===== config.mk =====
export PLATFORM = sky130hd
export DESIGN_NAME = pulse_run_sequencer
export DESIGN_NICKNAME = d
export VERILOG_FILES = /design/src/rtl/pulse_run_sequencer.sv
export SDC_FILE = /design/constraint.sdc
export NUM_CORES = 1
export LEC_CHECK = 0
export BUFFER_PORTS_ARGS = -buffer_cell sky130_fd_sc_hd__buf_2
export CORE_MARGIN = 1.5
export CORE_UTILIZATION = 30
export DETAILED_ROUTE_END_ITERATION = 10
export PLACE_DENSITY = 0.61
export SLEW_MARGIN = 40
export SYNTH_ARGS = -nofsm -noshare
export SYNTH_HDL_FRONTEND = slang
export SYNTH_SLANG_ARGS = --single-unit
export TNS_END_PERCENT = 10

===== constraint.sdc =====
create_clock -name aclk -period 6.6 [get_ports aclk]
set_input_delay 1.32 -clock aclk [delete_from_list [all_inputs] [get_ports aclk]]
set_output_delay 1.32 -clock aclk [all_outputs]
set_load 0.005 [all_outputs]

===== src/rtl/pulse_run_sequencer.sv =====
// Run controller for the pulse-measurement core: gates its reset and counts completed periods.
// Optional watchdog abort is compiled in with PULSE_RUN_SEQUENCER_WATCHDOG_EN.
module pulse_run_sequencer #(
    parameter int unsigned CNTR_WIDTH    = 32,
    parameter int unsigned HOLDOFF_WIDTH = 16,
    parameter int unsigned WDOG_CYCLES   = 1048576
) (
    input  logic                                aclk,
    input  logic                                aresetn,
    input  logic [CNTR_WIDTH+HOLDOFF_WIDTH+7:0] cfg_data,
    input  logic [2:0]                          case_id,
    input  logic                                overload,
    output logic                                meas_aresetn,
    output logic                                busy,
    output logic                                done,
    output logic                                aborted,
    output logic [CNTR_WIDTH-1:0]               pulse_cntr,
    output logic [31:0]                         sts_data
);

    localparam int unsigned StartBit = CNTR_WIDTH + HOLDOFF_WIDTH;

    typedef enum logic [1:0] {
        StIdle = 2'd0,
        StArm  = 2'd1,
        StRun  = 2'd2,
        StDone = 2'd3
    } state_e;

    logic [CNTR_WIDTH-1:0]    pulse_count;
    logic [HOLDOFF_WIDTH-1:0] holdoff;
    logic                     start;
    logic                     abort_on_ovl;
    logic                     unused_cfg;

    assign pulse_count  = cfg_data[CNTR_WIDTH-1:0];
    assign holdoff      = cfg_data[StartBit-1:CNTR_WIDTH];
    assign start        = cfg_data[StartBit];
    assign abort_on_ovl = cfg_data[StartBit+1];
    assign unused_cfg   = ^cfg_data[StartBit+7:StartBit+2];

    state_e                   state_q, state_d;
    logic [HOLDOFF_WIDTH-1:0] hold_q, hold_d;
    logic [CNTR_WIDTH-1:0]    cntr_q, cntr_d;
    logic                     start_q, aborted_q, aborted_d, ovl_q, ovl_d, timeout_q, timeout_d;
    logic                     meas_q, meas_d, busy_q, busy_d, done_q, done_d;
    logic [2:0]               case_q;
    logic                     start_rise, complete, last_period, wdog_expired;
    logic [CNTR_WIDTH:0]      cntr_inc;

    assign start_rise  = start & ~start_q;
    assign complete    = (case_q == 3'd4) && (case_id == 3'd0);
    assign cntr_inc    = {1'b0, cntr_q} + {{CNTR_WIDTH{1'b0}}, 1'b1};
    // Extra bit keeps a saturated counter from ever matching the target.
    assign last_period = (cntr_inc == {1'b0, pulse_count});

`ifdef PULSE_RUN_SEQUENCER_WATCHDOG_EN
    localparam int unsigned WdogWidth = $clog2(WDOG_CYCLES) + 1;

    logic [WdogWidth-1:0] wdog_q, wdog_d;

    assign wdog_expired = (wdog_q == WdogWidth'(WDOG_CYCLES - 1));

    always_comb begin
        wdog_d = '0;
        if (state_q == StRun && !complete) begin
            wdog_d = wdog_q + WdogWidth'(1);
        end
    end

    always_ff @(posedge aclk or negedge aresetn) begin
        if (!aresetn) begin
            wdog_q <= '0;
        end else begin
            wdog_q <= wdog_d;
        end
    end
`else
    localparam int unsigned unused_wdog_cycles = WDOG_CYCLES;

    assign wdog_expired = 1'b0;
`endif

    always_comb begin
        state_d   = state_q;
        hold_d    = hold_q;
        cntr_d    = cntr_q;
        aborted_d = aborted_q;
        ovl_d     = ovl_q;
        timeout_d = timeout_q;
        unique case (state_q)
            StIdle: begin
                if (start_rise) begin
                    cntr_d    = '0;
                    aborted_d = 1'b0;
                    ovl_d     = 1'b0;
                    timeout_d = 1'b0;
                    if (pulse_count == '0) begin
                        state_d = StDone;
                    end else begin
                        state_d = StArm;
                        hold_d  = holdoff;
                    end
                end
            end
            StArm: begin
                if (!start) begin
                    state_d   = StIdle;
                    aborted_d = 1'b1;
                end else begin
                    // Leave when the decremented count reaches zero; holdoff of 0 still gives one cycle.
                    hold_d = hold_q - HOLDOFF_WIDTH'(1);
                    if (hold_q <= HOLDOFF_WIDTH'(1)) begin
                        state_d = StRun;
                    end
                end
            end
            StRun: begin
                if (complete) begin
                    if (cntr_q != '1) begin
                        cntr_d = cntr_inc[CNTR_WIDTH-1:0];
                    end
                    ovl_d = ovl_q | overload;
                end
                if (!start) begin
                    state_d   = StDone;
                    aborted_d = 1'b1;
                end else if (complete && overload && abort_on_ovl) begin
                    state_d   = StDone;
                    aborted_d = 1'b1;
                end else if (complete && last_period) begin
                    state_d = StDone;
                end else if (wdog_expired) begin
                    state_d   = StDone;
                    aborted_d = 1'b1;
                    timeout_d = 1'b1;
                end
            end
            StDone: begin
                if (!start) begin
                    state_d = StIdle;
                end
            end
            default: state_d = StIdle;
        endcase
        meas_d = (state_d == StRun);
        busy_d = (state_d == StArm) || (state_d == StRun);
        done_d = (state_d == StDone);
    end

    always_ff @(posedge aclk or negedge aresetn) begin
        if (!aresetn) begin
            state_q   <= StIdle;
            hold_q    <= '0;
            cntr_q    <= '0;
            start_q   <= 1'b0;
            case_q    <= 3'd0;
            aborted_q <= 1'b0;
            ovl_q     <= 1'b0;
            timeout_q <= 1'b0;
            meas_q    <= 1'b0;
            busy_q    <= 1'b0;
            done_q    <= 1'b0;
        end else begin
            state_q   <= state_d;
            hold_q    <= hold_d;
            cntr_q    <= cntr_d;
            start_q   <= start;
            case_q    <= case_id;
            aborted_q <= aborted_d;
            ovl_q     <= ovl_d;
            timeout_q <= timeout_d;
            meas_q    <= meas_d;
            busy_q    <= busy_d;
            done_q    <= done_d;
        end
    end

    assign meas_aresetn = meas_q;
    assign busy         = busy_q;
    assign done         = done_q;
    assign aborted      = aborted_q;
    assign pulse_cntr   = cntr_q;
    assign sts_data     = {1'b0, state_q, aborted_q, done_q, busy_q, ovl_q, timeout_q, cntr_q[23:0]};

endmodule


# Yosys cells after proc, flatten, opt, wreduce, memory -nomap -nowiden
# Index checks and enable logic that the tools add are counted.
dict set report totals {
  mem_count 0
  reg_bits 59
  out_inout_bits 68
  mem_bits_rw 0
  latch_bits 0
  mem_bits_ro 0
}
dict set report op_classes {
  div 0
  n_eq_ne 16
  reduce_logical 15
  n_mul 0
  n_addsub 2
  muxes 24
  magnitude_cmp 1
  bitwise_logic 3
  shift 0
}
# operator n
set ops {}
lappend ops {{2-to-1 mux 32 bit} 3}
lappend ops {{one-hot mux 32 bit (2 select lines)} 1}
lappend ops {{2-to-1 mux 16 bit} 3}
lappend ops {{adder 32 x 1 -> 33 bit, second input constant} 1}
lappend ops {{equality test 33 x 32 -> 1 bit} 1}
lappend ops {{zero test 32 bit} 1}
lappend ops {{!= test 32 bit, second input constant} 1}
lappend ops {{one-hot mux 16 bit (2 select lines)} 1}
lappend ops {{<= comparator 16 x 1 -> 1 bit, second input constant} 1}
lappend ops {{2-to-1 mux 2 bit} 8}
lappend ops {{subtractor 16 x 1 -> 16 bit, second input constant} 1}
lappend ops {{!= test 2 bit, second input constant} 6}
lappend ops {{AND reduction 4 bit} 3}
lappend ops {{equality test 2 bit, second input constant} 4}
lappend ops {{one-hot mux 2 bit (4 select lines)} 1}
lappend ops {{2-to-1 mux 1 bit} 5}
lappend ops {{equality test 2 x 1 -> 1 bit, second input constant} 2}
lappend ops {{logical AND 1 bit} 4}
lappend ops {{nonzero test 2 bit} 2}
lappend ops {{equality test 3 bit, second input constant} 1}
lappend ops {{zero test 3 bit} 1}
lappend ops {{!= test 3 bit, second input constant} 1}
lappend ops {{one-hot mux 1 bit (3 select lines)} 1}
lappend ops {{AND reduction 3 bit} 1}
lappend ops {{other kinds (7)} 7}

# Logic depth before layout (Yosys ltp)
dict set report logic_depth {
  depth_word 9
  depth_mapped 11
  mapped_depth_nobuf 11
}

# Worst setup path after synthesis
# No wires, ideal clock.
dict set report synth_timing {
  path_kind {input-to-reg}
  start {input case_id[1]}
  end {register busy_q (netlist: busy)}
  path_buffers 0
  cell_stages 8
  slack_ps 3432
  required_time_ps 6487
  setup_ps 113
  t_arrival_ps 3056
  cell_sequence {or4b_1 -> nor3_1 -> and3_1 -> nand3b_1 -> nor4_1 -> a21oi_1 -> ha_1 -> inv_1}
}
dict set report synth_via {
  elab_chain_cells 9
  elab_cells_between_ends 12
  cone_classes {2 x eq/ne; 4 x mux; 6 x reduce/logical}
}
# element line_no
set synth_lines {}
lappend synth_lines {{start, declared} 11} ;# input logic [2:0] case_id,
lappend synth_lines {{zero test 3 bit (*)} 52} ;# assign complete = (case_q == 3'd4) && (case_id == 3'd0);
lappend synth_lines {{logical AND 1 bit (*)} 52}
lappend synth_lines {{logical AND 1 bit (on tied branches)} {131, 128}}
lappend synth_lines {{2-to-1 mux 2 bit or logical AND 1 bit (tied branches)} {131, 128}}
lappend synth_lines {{2-to-1 mux 2 bit (*)} 128} ;# end else if (complete && overload && abort_on_ovl) begin
lappend synth_lines {{2-to-1 mux 2 bit (*)} 125} ;# if (!start) begin
lappend synth_lines {{one-hot mux 2 bit (4 select lines) (*)} 91} ;# unique case (state_q)
lappend synth_lines {{equality test 2 x 1 -> 1 bit or equality test 2 bit (tied branches)} 147} ;# busy_d = (state_d == StArm) || (state_d == StRun);
lappend synth_lines {{logical OR 1 bit (*)} 147}
lappend synth_lines {{named net busy_d} 46} ;# logic meas_q, meas_d, busy_q, busy_d, done_q, done_d;
lappend synth_lines {{end signal, assigned} 174} ;# busy_q <= busy_d;
lappend synth_lines {{end, declared} 46}
# Mark *: on every way through the listed nets, which the timed path passes. The rest lies on a longest branch.
# A chain may end at the register's enable or synchronous reset.

# Worst setup path after layout
# Ends and elaborated chain as after synthesis.

==> summary.md <==
| Metric | Value |
|---|---|
| Min-Delay Path Depth | `1` |
| Reg2Reg Depth | `10` |
| Hold Buf Count CTS | `0` |
| DR WL/cell | `15.9 µm` |
| Hold Path Origin | `hold_q[15]` |
| GRT Total Usage | `17.0%` |
| Placer Congestion | `0.872` |
| Final ANT Viol Nets | `0` |
| Via-to-Cell Ratio | `5.27` |
| # setup viols final | `0` |
| Die area | `16800 µm²` |
| Total grt overflow | `0` |
| H-tree levels | `3` |
| Post-Syn Instances | `587` |
| Hold Path Class | `reg -> reg` |
| First-pass GRT wire length | `22400 µm` |
| DRC marker count from the first detailed-route iteration | `309` |
| Asr flop ratio synth | `100%` |
| Port bufs | `121` |
| Critical path class | `in -> reg` |
| Die W | `130 µm` |
| Core Footprint | `15800 µm²` |
| MaxCap Viol Count | `0` |
| Number of synthesized flops with an enable pin | `0` |
| Placed Cells incl. Taps | `867` |
| P_leak | `2.47 nW` |
| Drt pass-1 iters | `4` |
| Reg2reg setup slack | `3280 ps` |
| Syn avg cell area | `8.18 µm²` |
| Hpwl dp | `10200 µm` |
| YS warnings | `0` |
| Run status | `complete, no violations` |
| Initial antenna violation count | `1` |
| CP max stage cell | `or4b_1` |
| Most used DFF post-synth | `dfrtp_1` |
| Io pins | `130` |
| CP startpoint kind | `input port` |
| CP bufs+invs | `2` |
| DRT Wirelength | `14000 µm` |
| Max Fclk | `297 MHz` |
| Final Power | `1.50 mW` |
| Largest net degree at the start of global routing | `60` |
| Row cnt | `46` |
| Final WS setup | `3230 ps` |
| Vias in the first global route | `4300` |
| CTS Root Cell | `clkbuf_16` |
| Fill cells | `1670` |
| Fin nets | `732` |
| Hold Path Sink | `hold_q[15]` |
| Die Y | `130 µm` |
| Layout area overhead | `16.9%` |
| Diodes inserted | `0` |
| Critical Path Sink Type | `register` |
| Rel. slew slack | `56.3%` |
| Unique cell type count in the Yosys netlist | `74` |
| Worst skew pair latency | `330 ps` |
| Critical-path cell list | `buf_2 -> or4b_1 -> nor3_1 -> and3_1 -> nand3b_1 -> nor4_1 -> a21oi_1 -> ha_1 -> inv_1` |
| Minimum clock period | `3370 ps` |
| CTS Buffer Depth | `2` |
| DRC | `0` |
| R2R Path End | `busy` |
| RR Startpoint | `pulse_cntr[0]` |
| Maximum vdd drop | `0.200 mV` |
| Sequential share of the synthesized area | `30.8%` |
| Post-route setup TNS | `0 ps` |
| Critical path's top delay family | `simple AND/OR/NAND/NOR gates` |
| Pins over their slew limit | `0` |
| Synthesized area | `4800 µm²` |
| Crit path required time | `6820 ps` |
| CP peak stage delay | `520 ps` |
| Hold WS | `521 ps` |
| Sink Count | `59` |
| CTS tree | `built` |
| Final worst-path cycle share | `51.0%` |
| Vias | `4641` |
| Post_cts resized | `0` |
| Clock buffer count from CTS | `9` |
| Clock skew after layout | `5.27 ps` |
| RSZ-0062 raised after global routing | `no` |
| Crit-path max FO | `5` |
| Hold Fails Final Rpt | `0` |
| Synth Register Bits | `59` |
| Critical path arrival | `3590 ps` |
| Non-Filler Instances | `881` |
| Share of layout cells above drive strength 1 | `25.3%` |
| Clock transition at the registers of the reported paths | `50 ps` |
| Starting density of the core | `30.4%` |
| Setup WS pre-CTS | `2920 ps` |
| Post-CTS Setup Inserts | `0` |
| Tightest Pin Transition | `653 ps` |
| PD cells | `268 nW/µm²` |
through the flow:
| stage | area, µm² | utilization (%) |
|---|---|---|
| final | 5610 | 35.6 |
| after global routing | 5610 | 35.6 |
| after CTS | 5610 | 35.5 |
| after detailed placement | 5320 | 33.8 |
| after global placement | 5320 | 33.7 |
| after floorplan | 4800 | - |
layout make-up:
type | count | area, µm² | area share (%)
multi-input cells | 453 | 2890 | 51.5
flip-flops and latches | 59 | 1480 | 26.3
repair buffers | 125 | 639 | 11.4
well taps | 216 | 270 | 4.81
clock buffers | 11 | 243 | 4.32
inverters | 14 | 52.6 | 0.936
clock inverters | 3 | 40.0 | 0.713
synthesized netlist by cell type (9+ instances only):
| master | instances | area (µm²) |
|---|---|---|
| dfrtp_1 | 59 | 1480 |
| o21ai_0 | 51 | 255 |
| nor2_1 | 42 | 158 |
| nand2_1 | 41 | 154 |
| a21oi_1 | 34 | 170 |
| buf_4 | 30 | 225 |
| xnor2_1 | 29 | 254 |
| nand3_1 | 26 | 130 |
| o31ai_1 | 21 | 158 |
| nor3_1 | 16 | 80.1 |
| a31oi_1 | 15 | 93.8 |
| buf_2 | 15 | 75.1 |
| clkbuf_1 | 15 | 56.3 |
| and3_1 | 14 | 87.6 |
| inv_1 | 13 | 48.8 |
| nand4_1 | 13 | 81.3 |
| nor2b_1 | 13 | 81.3 |
| nor4_1 | 13 | 81.3 |
| o21ai_1 | 13 | 65.1 |
| xor2_1 | 12 | 105 |
| o22a_1 | 9 | 78.8 |
worst reg2reg max path, cell delays in order, from the launching register on:
cell and delay, ps:
dfrtp_1 490, ha_1 320, nand3_2 220, nor4_4 520
and3_2 350, xnor2_1 180, o2111ai_1 150, nor4b_1 500
a21oi_1 160, ha_1 300, inv_1 30
cell usage in the layout, fill, tap and decap left out, drive strengths merged, types with 9 or more instances in the layout:
cell type,synthesis,final
buf,45,125
o21ai,64,64
dfrtp,59,59
nor2,42,42
nand2,42,42
a21oi,34,34
nand3,31,31
xnor2,30,30
o31ai,22,22
nor3,17,17
nor4,16,16
a31oi,15,15
and3,15,15
nand4,15,15
inv,14,14
nor2b,13,13
xor2,12,12
clkbuf,16,11
o22a,9,9
metal layers:
layer | vias up | wire, µm | global-route usage (%)
met1 | 2179 | 6460 | 22.6
met3 | 19 | 881 | 4.13
met2 | 155 | 6420 | 27.3
li1 | 2286 | - | -
met4 | 2 | 245 | 5.36
met5 | - | 13 | 0
sequential cells by signal, summed over array words and instances, names as in the netlist:
register,count
hold_q,16
start_q,1
done,1
busy,1
ovl_q,1
meas_aresetn,1
aborted,1
pulse_cntr,32
state_q,2
case_q,3
cells by family after synthesis:
logic type	synth area share [%]
DFF	30.8
adders and majority gates	2.09
other	0.0781
xor gates and xnor gates	7.82
buffers and inverters	9.30
muxes	0.886
AOI/OAI and AO/OA	22.5
and+or+nand+nor	26.6
power breakdown:
part	leakage [nW]	switching, mW	internal [mW]
Clock	0.141	0.166	0.297
Combinational	1.56	0.322	0.208
Sequential	0.769	0.0762	0.433
Total	2.47	0.564	0.938
worst max-delay path by stage:
stage	cells after the start	slack (ps)	end	startpoint
global placement	9	2940	busy	case_id[1]
CTS	10	3220	busy	pulse_cntr[0]
finish	9	3230	busy	case_id[1]
floorplan	8	3430	busy	case_id[1]
global route	10	2960	busy	pulse_cntr[0]
detailed placement	9	2920	busy	case_id[1]
No activity file was read; power rests on OpenSTA's default activity.
